--- src/rtl/demux_scheduler_pkg.sv ---
// Shared constants and types for the demux scheduler slice.
//   NUM_OUT / SEL_W : output channel count and channel-index width
//   CNT_W           : width of the wait and skip counters
//   state_t         : buffer state (EMPTY / HOLD)
//   MODE_RR/ADDR    : capture mode encodings
package demux_pkg;

  localparam int unsigned NUM_OUT = 8;
  localparam int unsigned SEL_W   = 3;
  localparam int unsigned CNT_W   = 8;

  localparam logic MODE_RR   = 1'b0;
  localparam logic MODE_ADDR = 1'b1;

  typedef enum logic {
    EMPTY = 1'b0,
    HOLD  = 1'b1
  } state_t;

  // Next channel in round-robin order; wraps 7 -> 0 through truncation.
  function automatic logic [SEL_W-1:0] next_chan(input logic [SEL_W-1:0] chan);
    return chan + SEL_W'(1);
  endfunction

endpackage

--- src/rtl/demux_scheduler_if.sv ---
// Producer-side stream and consumer-side demux bus of the scheduler.
//   in_valid/in_ready/in_data/in_mode/in_dest : input word stream
//   out_valid/out_ready/out_data              : one-hot output channels on a shared bus
//   sel/skip_cnt                              : current target channel, timeout-skip count
// slave  : the scheduler's view
// master : the surrounding producer/consumer view
interface demux_scheduler_if
  import demux_pkg::*;
#(
  parameter int unsigned DATA_W = 8
) ();

  logic                in_valid;
  logic                in_ready;
  logic [DATA_W-1:0]   in_data;
  logic                in_mode;
  logic [SEL_W-1:0]    in_dest;
  logic [NUM_OUT-1:0]  out_valid;
  logic [NUM_OUT-1:0]  out_ready;
  logic [DATA_W-1:0]   out_data;
  logic [SEL_W-1:0]    sel;
  logic [CNT_W-1:0]    skip_cnt;

  modport slave (
    input  in_valid, in_data, in_mode, in_dest, out_ready,
    output in_ready, out_valid, out_data, sel, skip_cnt
  );

  modport master (
    output in_valid, in_data, in_mode, in_dest, out_ready,
    input  in_ready, out_valid, out_data, sel, skip_cnt
  );

endinterface

--- src/rtl/demux_scheduler_demux.sv ---
// 1-to-8 decoder: routes the single-bit din onto output bit sel.
//   sel  : channel index
//   din  : bit to route
//   dout : one-hot (or all zero when din is low)
module demux
  import demux_pkg::*;
(
  input  logic [SEL_W-1:0]   sel,
  input  logic               din,
  output logic [NUM_OUT-1:0] dout
);

  always_comb begin
    dout      = '0;
    dout[sel] = din;
  end

endmodule

--- src/rtl/demux_scheduler.sv ---
// One-entry buffered scheduler feeding eight consumers over a shared data bus.
// Words are captured from a valid/ready stream and delivered either to the
// channel named with the word or to the next round-robin channel; round-robin
// words that stall for TIMEOUT cycles are moved to the following channel.
//   clk  : clock, rising edge
//   rst  : asynchronous active-high reset
//   bus  : demux_scheduler_if slave modport (stream in, one-hot channels out)
module demux_scheduler
  import demux_pkg::*;
#(
  parameter int unsigned DATA_W  = 8,
  parameter int unsigned TIMEOUT = 4
) (
  input logic               clk,
  input logic               rst,
  demux_scheduler_if.slave  bus
);

  localparam logic [CNT_W-1:0] WAIT_LAST = CNT_W'(TIMEOUT - 1);
  localparam logic [CNT_W-1:0] SKIP_MAX  = '1;

  state_t              state_q,    state_d;
  logic [DATA_W-1:0]   data_q,     data_d;
  logic                mode_q,     mode_d;
  logic [SEL_W-1:0]    sel_q,      sel_d;
  logic [SEL_W-1:0]    rr_ptr_q,   rr_ptr_d;
  logic [CNT_W-1:0]    wait_cnt_q, wait_cnt_d;
  logic [CNT_W-1:0]    skip_cnt_q, skip_cnt_d;

  logic                deliver;
  logic                capture;
  logic                in_ready_c;
  logic [NUM_OUT-1:0]  out_valid_c;

  // Handshake decode; in_ready is combinational from out_ready for full throughput.
  always_comb begin
    deliver    = (state_q == HOLD) && bus.out_ready[sel_q];
    in_ready_c = !rst && ((state_q == EMPTY) || deliver);
    capture    = bus.in_valid && in_ready_c;
  end

  // Next-state: delivery frees the buffer, capture refills it, stalled
  // round-robin words age toward a skip. Delivery beats a same-cycle timeout.
  always_comb begin
    state_d    = state_q;
    data_d     = data_q;
    mode_d     = mode_q;
    sel_d      = sel_q;
    rr_ptr_d   = rr_ptr_q;
    wait_cnt_d = wait_cnt_q;
    skip_cnt_d = skip_cnt_q;

    if (deliver) begin
      state_d    = EMPTY;
      rr_ptr_d   = next_chan(sel_q);
      wait_cnt_d = '0;
    end

    if (capture) begin
      state_d    = HOLD;
      data_d     = bus.in_data;
      mode_d     = bus.in_mode;
      // Round-robin capture uses the pointer already advanced by a same-cycle delivery.
      sel_d      = (bus.in_mode == MODE_ADDR) ? bus.in_dest : rr_ptr_d;
      wait_cnt_d = '0;
    end else if ((state_q == HOLD) && !deliver && (mode_q == MODE_RR)) begin
      if (wait_cnt_q == WAIT_LAST) begin
        sel_d      = next_chan(sel_q);
        wait_cnt_d = '0;
        if (skip_cnt_q != SKIP_MAX) begin
          skip_cnt_d = skip_cnt_q + CNT_W'(1);
        end
      end else begin
        wait_cnt_d = wait_cnt_q + CNT_W'(1);
      end
    end
  end

  // State register.
  always_ff @(posedge clk or posedge rst) begin
    if (rst) begin
      state_q    <= EMPTY;
      data_q     <= '0;
      mode_q     <= MODE_RR;
      sel_q      <= '0;
      rr_ptr_q   <= '0;
      wait_cnt_q <= '0;
      skip_cnt_q <= '0;
    end else begin
      state_q    <= state_d;
      data_q     <= data_d;
      mode_q     <= mode_d;
      sel_q      <= sel_d;
      rr_ptr_q   <= rr_ptr_d;
      wait_cnt_q <= wait_cnt_d;
      skip_cnt_q <= skip_cnt_d;
    end
  end

  // One-hot channel valid, high only while a word is held.
  demux u_demux (
    .sel  (sel_q),
    .din  (state_q == HOLD),
    .dout (out_valid_c)
  );

  assign bus.in_ready  = in_ready_c;
  assign bus.out_valid = out_valid_c;
  assign bus.out_data  = data_q;
  assign bus.sel       = sel_q;
  assign bus.skip_cnt  = skip_cnt_q;

endmodule

--- src/flat_wrapper.sv ---
// flat-port wrapper written by rule: the top's interface ports become plain ports
module demux_scheduler_flat import demux_pkg::*;
#(
  parameter int unsigned DATA_W  = 8,
  parameter int unsigned TIMEOUT = 4
)
  (clk, rst, bus_in_valid, bus_in_data, bus_in_mode, bus_in_dest, bus_out_ready, bus_in_ready, bus_out_valid, bus_out_data, bus_sel, bus_skip_cnt);
  demux_scheduler_if #(.DATA_W(DATA_W)) bus_i ();
  input logic clk;
  input logic rst;
  input wire logic [$bits(bus_i.in_valid)-1:0] bus_in_valid;
  input wire logic [$bits(bus_i.in_data)-1:0] bus_in_data;
  input wire logic [$bits(bus_i.in_mode)-1:0] bus_in_mode;
  input wire logic [$bits(bus_i.in_dest)-1:0] bus_in_dest;
  input wire logic [$bits(bus_i.out_ready)-1:0] bus_out_ready;
  output wire logic [$bits(bus_i.in_ready)-1:0] bus_in_ready;
  output wire logic [$bits(bus_i.out_valid)-1:0] bus_out_valid;
  output wire logic [$bits(bus_i.out_data)-1:0] bus_out_data;
  output wire logic [$bits(bus_i.sel)-1:0] bus_sel;
  output wire logic [$bits(bus_i.skip_cnt)-1:0] bus_skip_cnt;
  assign bus_i.in_valid = bus_in_valid;
  assign bus_i.in_data = bus_in_data;
  assign bus_i.in_mode = bus_in_mode;
  assign bus_i.in_dest = bus_in_dest;
  assign bus_i.out_ready = bus_out_ready;
  assign bus_in_ready = bus_i.in_ready;
  assign bus_out_valid = bus_i.out_valid;
  assign bus_out_data = bus_i.out_data;
  assign bus_sel = bus_i.sel;
  assign bus_skip_cnt = bus_i.skip_cnt;
  demux_scheduler #(.DATA_W(DATA_W), .TIMEOUT(TIMEOUT)) u_core (.clk(clk), .rst(rst), .bus(bus_i));
endmodule
--- config.mk ---
export PLATFORM = sky130hd
export DESIGN_NAME = demux_scheduler_flat
export DESIGN_NICKNAME = d
export VERILOG_FILES = /design/src/rtl/demux_scheduler_pkg.sv /design/src/rtl/demux_scheduler_if.sv /design/src/rtl/demux_scheduler_demux.sv /design/src/rtl/demux_scheduler.sv /design/src/flat_wrapper.sv
export SDC_FILE = /design/constraint.sdc
export NUM_CORES = 1
export LEC_CHECK = 0
export CORE_AREA = 2 2 65 67
export CTS_CLUSTER_DIAMETER = 50
export DETAILED_ROUTE_END_ITERATION = 10
export DIE_AREA = 0 0 67 69
export GPL_TIMING_DRIVEN = 0
export PLACE_DENSITY = 0.74
export SYNTH_ARGS = -nofsm -noshare
export SYNTH_HDL_FRONTEND = slang
export SYNTH_HIERARCHICAL = 1
export SYNTH_SLANG_ARGS = --single-unit
--- constraint.sdc ---
create_clock -name clk -period 2.3 [get_ports clk]
set_input_delay 0.46 -clock clk [delete_from_list [all_inputs] [get_ports clk]]
set_output_delay 0.46 -clock clk [all_outputs]
set_load 0.05 [all_outputs]
==> results.toml, run 1 <==
[drt]
via_count = 1527
first_pass_iters = 4
antenna_left = 0
drc = 0
dr.first_iter.drc_count = 64
routedWlPerCell_um = 15.36
drt-total-wl_mm = 4.224
via_per_inst = 5.553

[power_and_ir_drop]
vdd_ir_drop_max_uv = 724.5
p_per_area_nw_per_um2 = 1136
switching_power_mw = 1.243
switching_share_pct = 43.56
finalPower_mw = 2.853
p_seq_share_pct = 30.8
p_int_mw = 1.610
p_leak_nw = 1.091
clockPowerShare_pct = 16.6
p_comb_share_pct = 52.6

[timing]
clock_skew_ps = 8.912
rsz0062_at_grt = "false"
hold_violations = 0
slew_headroom_pct = 49.96
setup_violations = 0
fin_crit_ps = 2235
maxSlewViolCount = 0
tightest_slew_ps = 746.5
max_clock_freq_mhz = 447.5
finalSetupTns_ps = 0
period_share_pct = 97.16

[synth]
synth_area_um2 = 1784
synth.net_count = 188
syn_inst = 162
synth_top_area_share_pct = 44.88
synth_warnings = 6
synth_seq_cells = 32
synth_seq_area_share_pct = 44.88
synthDistinctLibCells = 46
synth_top_area_cell = "dfrtp_1"
avgSynthCellArea_um2 = 11.01
synthTopCellsByArea = "dfrtp_1 45%, mux2_2 8.2%, xnor2_1 3.9%"

[clock_network]
clock_latency_ps = 290
cts.path.max_buffers = 2
cts_sinks = 32
cts_root_buf = "clkbuf_8"
cts_tree = "done"
cts.reportedPaths.clkPinSlew_ps = 70
numCtsBuffers = 5
h-tree-depth = 2

[worst_setup_path]
cp-end-kind = "primary output"
cp_slowest_cell = "dfrtp_2"
path_common_cell = "buf_4"
crit_path_start_kind = "flop"
max_stage_delay_ps = 410
crit_family = "compound AO/OA/AOI/OAI gates"
crit_path_cell_trace = "buf_4 -> mux2i_1 -> a22oi_2 -> a21boi_4 -> nor2_2 -> buf_4"
r2r_start = "u_core/bus.sel[0]$_DFFE_PP0P_"
cp_num_buf_inv = 2
crit_arrival_ps = 1770
worstSetupPathType = "reg2out"
r2r_end = "u_core/wait_cnt_q[3]$_DFFE_PP0P_"
reg2reg_slack_ps = 150
crit_fanout = 6
cp.required_ps = 1840
rr_worst_depth = 7

[finish]
finalNetCount = 250
drive_above_1_share_pct = 21.78
num_antenna_cells = 0
area_delta_synth_final_pct = 40.67
instances_no_fill = 275
postLayoutCellArea_um2 = 2510

[global_route]
grt_pass1_vias = 1538
grt_overflow = 0
grt_pass1_wl_mm = 6.920
grt_use_total_pct = 19.60
grt_max_degree = 17
antenna_found_initial = 0

[min_path]
worstHoldStart = "u_core/rr_ptr_q[0]$_DFF_PP0_"
hold-path-cell-count = 1
worstHoldPathType = "reg2reg"
whs_endpoint = "u_core/rr_ptr_q[0]$_DFF_PP0_"

[die]
die_area_um2 = 4623
dieHeight_um = 69
placementRows = 23
initial_utilization_pct = 45.59
die_x_um = 67
core_area_um2 = 3914
io_pins = 51

[placed_design]
hpwlAfterDp_mm = 2.997
dp.cells = 262
port_buffers = 50
gp_congestion = 0.8076
place_area_um2 = 2355

[outcome]
status = "complete, no violations"

[job]
drv_cap = 0
-- state kept, by name, indices dropped and copies added (netlist names) --
name                 count
u_core/bus.skip_cnt      8
u_core/wait_cnt_q        8
u_core/rr_ptr_q          3
u_core/state_q           1
u_core/bus.sel           3
u_core/mode_q            1
u_core/bus.out_data      8
-- power by group through the flow --
stage,sequential (mW),clock [mW],combinational [mW]
after floorplan,1.18,0,0.702
after global placement,0.883,0,1.39
after detailed placement,0.894,0,1.42
after CTS,0.888,0.488,1.48
after global routing,0.909,0.515,1.59
final,0.878,0.474,1.50
-- synthesized netlist by cell type, drive strengths merged --
| cell type | number |
|---|---|
| nor3 | 4 |
| o211ai | 1 |
| o32a | 1 |
| mux2 | 13 |
| a32o | 1 |
| o21a | 1 |
| nor4b | 3 |
| nand3 | 12 |
| nand2b | 3 |
| a221o | 2 |
| nor2 | 6 |
| and4b | 3 |
| a21boi | 3 |
| nand2 | 6 |
| nor3b | 1 |
| nor2b | 7 |
| o21ai | 2 |
| a22o | 4 |
| nand4 | 5 |
| ha | 3 |
| and4 | 1 |
| and4bb | 3 |
| and3 | 8 |
| a211o | 1 |
| or3 | 1 |
| inv | 2 |
| o2bb2ai | 1 |
| a21o | 1 |
| xor2 | 1 |
| and2 | 3 |
| buf | 3 |
| or2 | 3 |
| mux2i | 4 |
| a22oi | 2 |
| a31oi | 4 |
| a21oi | 3 |
| dfrtp | 32 |
| xnor2 | 8 |
-- logic make-up (layout without fill, tap and decap cells) --
kind of cell,count (synthesis),in the layout,synth area share (%)
AO/OA/AOI/OAI,27,27,12.13
XOR/XNOR,9,9,4.418
adder cells (fa/ha/maj),3,3,2.104
buffers and inverters,5,68,1.753
flip-flops,32,32,44.88
multiplexers,17,17,10.45
AND/OR/NAND/NOR,69,69,24.26
-- per-stage QoR --
stage          util [%]  worst slack [ps]  hold slack, ps
2_1_floorplan         -             35.36           392.4
3_3_place_gp      60.17            -637.7           462.5
3_5_place_dp      60.17            -700.9           476.0
4_1_cts           63.71            -47.06           492.2
5_1_grt           64.13             3.669           514.7
6_report          64.13             65.40           493.7
-- final cells by class --
type	instances	area, um^2
buffer	3	23.77
clock buffer	8	100.1
fill	317	1404
inverter	2	11.26
multi-input combinational	125	984.7
sequential	32	804.5
tap	50	62.56
timing repair buffer	54	518.0
timing repair inverter	1	5.005
-- metal layers --
metal	vias to the layer above	track usage [%]	share of wire, %
li1	734	-	-
met1	718	22.73	41
met2	70	32.23	49
met3	5	6.852	9.4
met4	0	8.163	1.4
met5	-	0	0
-- how the worst max path moves through the flow --
stage / startpoint / endpoint / slack [ps] / cells after the start
floorplan: u_core/bus.sel[2]$_DFFE_PP0P_ / bus_in_ready / 40 / 4
global route: u_core/bus.sel[0]$_DFFE_PP0P_ / bus_in_ready / 4 / 6
detailed placement: rst / u_core/bus.out_data[2]$_DFFE_PP0N_ / -700 / 6
global placement: rst / u_core/mode_q$_DFFE_PP0N_ / -640 / 6
CTS: u_core/bus.sel[0]$_DFFE_PP0P_ / bus_in_ready / -50 / 6
finish: u_core/bus.sel[0]$_DFFE_PP0P_ / bus_in_ready / 70 / 6
-- what timing repair did --
| item | in CTS | in global routing |
|---|---|---|
| pin swaps | 3 | 2 |
| hold buffers | 0 | 0 |
| endpoints found under the setup margin | 28 | 10 |
| setup buffers | 3 | 1 |
| resized for setup | 19 | 3 |
| gates cloned | 1 | 0 |
-- cells in the final DEF, fill, tap and decap left out, types with 4 or more instances in the layout --
master | Yosys | final
clkdlybuf4s50_1 | 0 | 41
dfrtp_1 | 32 | 29
mux2_2 | 13 | 13
nand3_1 | 12 | 11
dlygate4sd2_1 | 0 | 8
and3_1 | 8 | 8
xnor2_1 | 8 | 8
clkbuf_8 | 0 | 7
nor2b_1 | 7 | 7
buf_4 | 1 | 6
nand2_1 | 6 | 6
nor2_1 | 6 | 5
nand4_1 | 5 | 5
nor3_1 | 4 | 4
a22o_1 | 4 | 4
a31oi_1 | 4 | 4
-- worst register-to-register path, stage by stage (launching register included) --
cell	delay (ps)
dfrtp_2	410
buf_4	170
mux2i_2	240
a22oi_2	150
buf_4	180
a21boi_1	550
and3_1	260
a221o_1	110
No activity file was read; power rests on OpenSTA's default activity.
==> run 2: changes to the inputs <==
MAX_ROUTING_LAYER = met4   (was not set)
==> results.toml, run 2 (synthesized netlist as in run 1, its figures left out) <==
[drt]
antenna_left = 0
via_count = 1528
routedWlPerCell_um = 15.39
via_per_inst = 5.556
first_pass_iters = 4
drc = 0
dr.first_iter.drc_count = 53
drt-total-wl_mm = 4.231

[worst_setup_path]
crit_fanout = 6
crit_start = "u_core/bus.sel[0]$_DFFE_PP0P_"
worstSetupPathType = "reg2out"
cp_slowest_cell = "dfrtp_2"
crit_arrival_ps = 1770
crit_path_cell_trace = "buf_4 -> mux2i_1 -> a22oi_2 -> a21boi_4 -> nor2_2 -> buf_4"
r2r_start = "u_core/bus.sel[0]$_DFFE_PP0P_"
crit_path_start_kind = "flop"
cp.required_ps = 1840
path_common_cell = "buf_4"
cp-end-kind = "primary output"
max_stage_delay_ps = 410

[global_route]
grt_pass1_wl_mm = 6.920
grt_use_total_pct = 20.14
grt_max_degree = 17
grt_overflow = 0
antenna_found_initial = 0
grt_pass1_vias = 1538

[finish]
final_cell_mix = "41 x clkdlybuf4s50_1, 29 x dfrtp_1, 13 x mux2_2"
finalNetCount = 250
area_delta_synth_final_pct = 40.67
num_antenna_cells = 0
layout_commonest_cell = "clkdlybuf4s50_1"
post-route-util_pct = 64.13
instances_no_fill = 275
postLayoutCellArea_um2 = 2510
drive_above_1_share_pct = 21.78

[placed_design]
pre_cts_slack_ps = -700.9
port_buffers = 50
hpwlAfterDp_mm = 2.997
gp_congestion = 0.8194
place_area_um2 = 2355
dp.cells = 262

[clock_network]
cts.reportedPaths.clkPinSlew_ps = 70
cts_root_buf = "clkbuf_8"
cts.path.max_buffers = 2
cts_tree = "done"
clock_latency_ps = 290
cts_sinks = 32
h-tree-depth = 2
numCtsBuffers = 5

[die]
dieHeight_um = 69
core_area_um2 = 3914
die_x_um = 67
io_pins = 51
die_area_um2 = 4623
placementRows = 23
initial_utilization_pct = 45.59

[min_path]
worstHoldPathType = "reg2reg"
worstHoldStart = "u_core/rr_ptr_q[0]$_DFF_PP0_"

[power_and_ir_drop]
clockPowerShare_pct = 16.6
switching_power_mw = 1.243
p_per_area_nw_per_um2 = 1137
p_leak_nw = 1.091
p_int_mw = 1.610
p_seq_share_pct = 30.8
p_comb_share_pct = 52.6
switching_share_pct = 43.57
vdd_ir_drop_max_uv = 726.2
finalPower_mw = 2.853

[timing]
tightest_slew_ps = 740.8
setup_violations = 0
hold_violations = 0
clock_skew_ps = 8.611
finalSetupTns_ps = 0
hold_ws_ps = 494.2
max_clock_freq_mhz = 448.4
rsz0062_at_grt = "false"
layout_setup_ws_ps = 69.90
slew_headroom_pct = 50.34
maxSlewViolCount = 0
period_share_pct = 96.96
fin_crit_ps = 2230

[outcome]
status = "complete, no violations"

[job]
drv_cap = 0
## run 2: cell counts in the layout (fill, tap and decap cells not counted)
No cell type changed its count.
## run 2: power by group through the flow
| stage | clock (mW) | sequential [mW] | combinational [mW] |
|---|---|---|---|
| after floorplan | 0 | 1.18 | 0.702 |
| after global placement | 0 | 0.883 | 1.39 |
| after detailed placement | 0 | 0.894 | 1.42 |
| after CTS | 0.488 | 0.888 | 1.48 |
| after global routing | 0.515 | 0.909 | 1.59 |
| final | 0.474 | 0.878 | 1.50 |
## run 2: path summary, 6_finish.rpt
path / to / slack, ps / cells after the start
worst min-delay path: u_core/rr_ptr_q[0]$_DFF_PP0_ / 490 / 1
worst min register to register: u_core/rr_ptr_q[0]$_DFF_PP0_ / 490 / 1
worst max register to register: u_core/bus.skip_cnt[1]$_DFFE_PP0P_ / 150 / 8
max in group asynchronous: u_core/bus.sel[1]$_DFFE_PP0P_ / 1190 / 2
worst max-delay path: bus_in_ready / 70 / 6
min in group asynchronous: u_core/bus.skip_cnt[7]$_DFFE_PP0P_ / 650 / 3
## run 2: per-layer routing
layer  GRT usage, %  share of wire (%)  vias to the layer above
met5              -                  0                        -
li1               -                  -                      734
met3          5.710                8.1                        5
met1          23.48                 42                      725
met2          32.23                 49                       64
met4          8.163                1.4                        0
## run 2: layout make-up
class / count / area, um^2
inverters: 2 / 11.26
repair buffers: 54 / 518.0
clock buffers: 8 / 100.1
multi-input cells: 125 / 984.7
repair inverters: 1 / 5.005
fillers: 317 / 1404
well taps: 50 / 62.56
flip-flops and latches: 32 / 804.5
plain buffers: 3 / 23.77
## run 2: critical path, delay by kind of cell, from the launching register on
kind / cells / cell delay (ps)
buffers and inverters: 2 / 370
AO/OA/AOI/OAI: 2 / 440
AND/OR/NAND/NOR: 1 / 110
multiplexers: 1 / 150
flip-flops: 1 / 410
## run 2: what timing repair did
action / 4_1_cts / 5_1_grt
setup endpoints to repair: 28 / 10
pin swaps: 3 / 2
gates resized for setup: 19 / 3
buffers inserted: 3 / 1
cloned: 1 / 0
hold buffers: 0 / 0
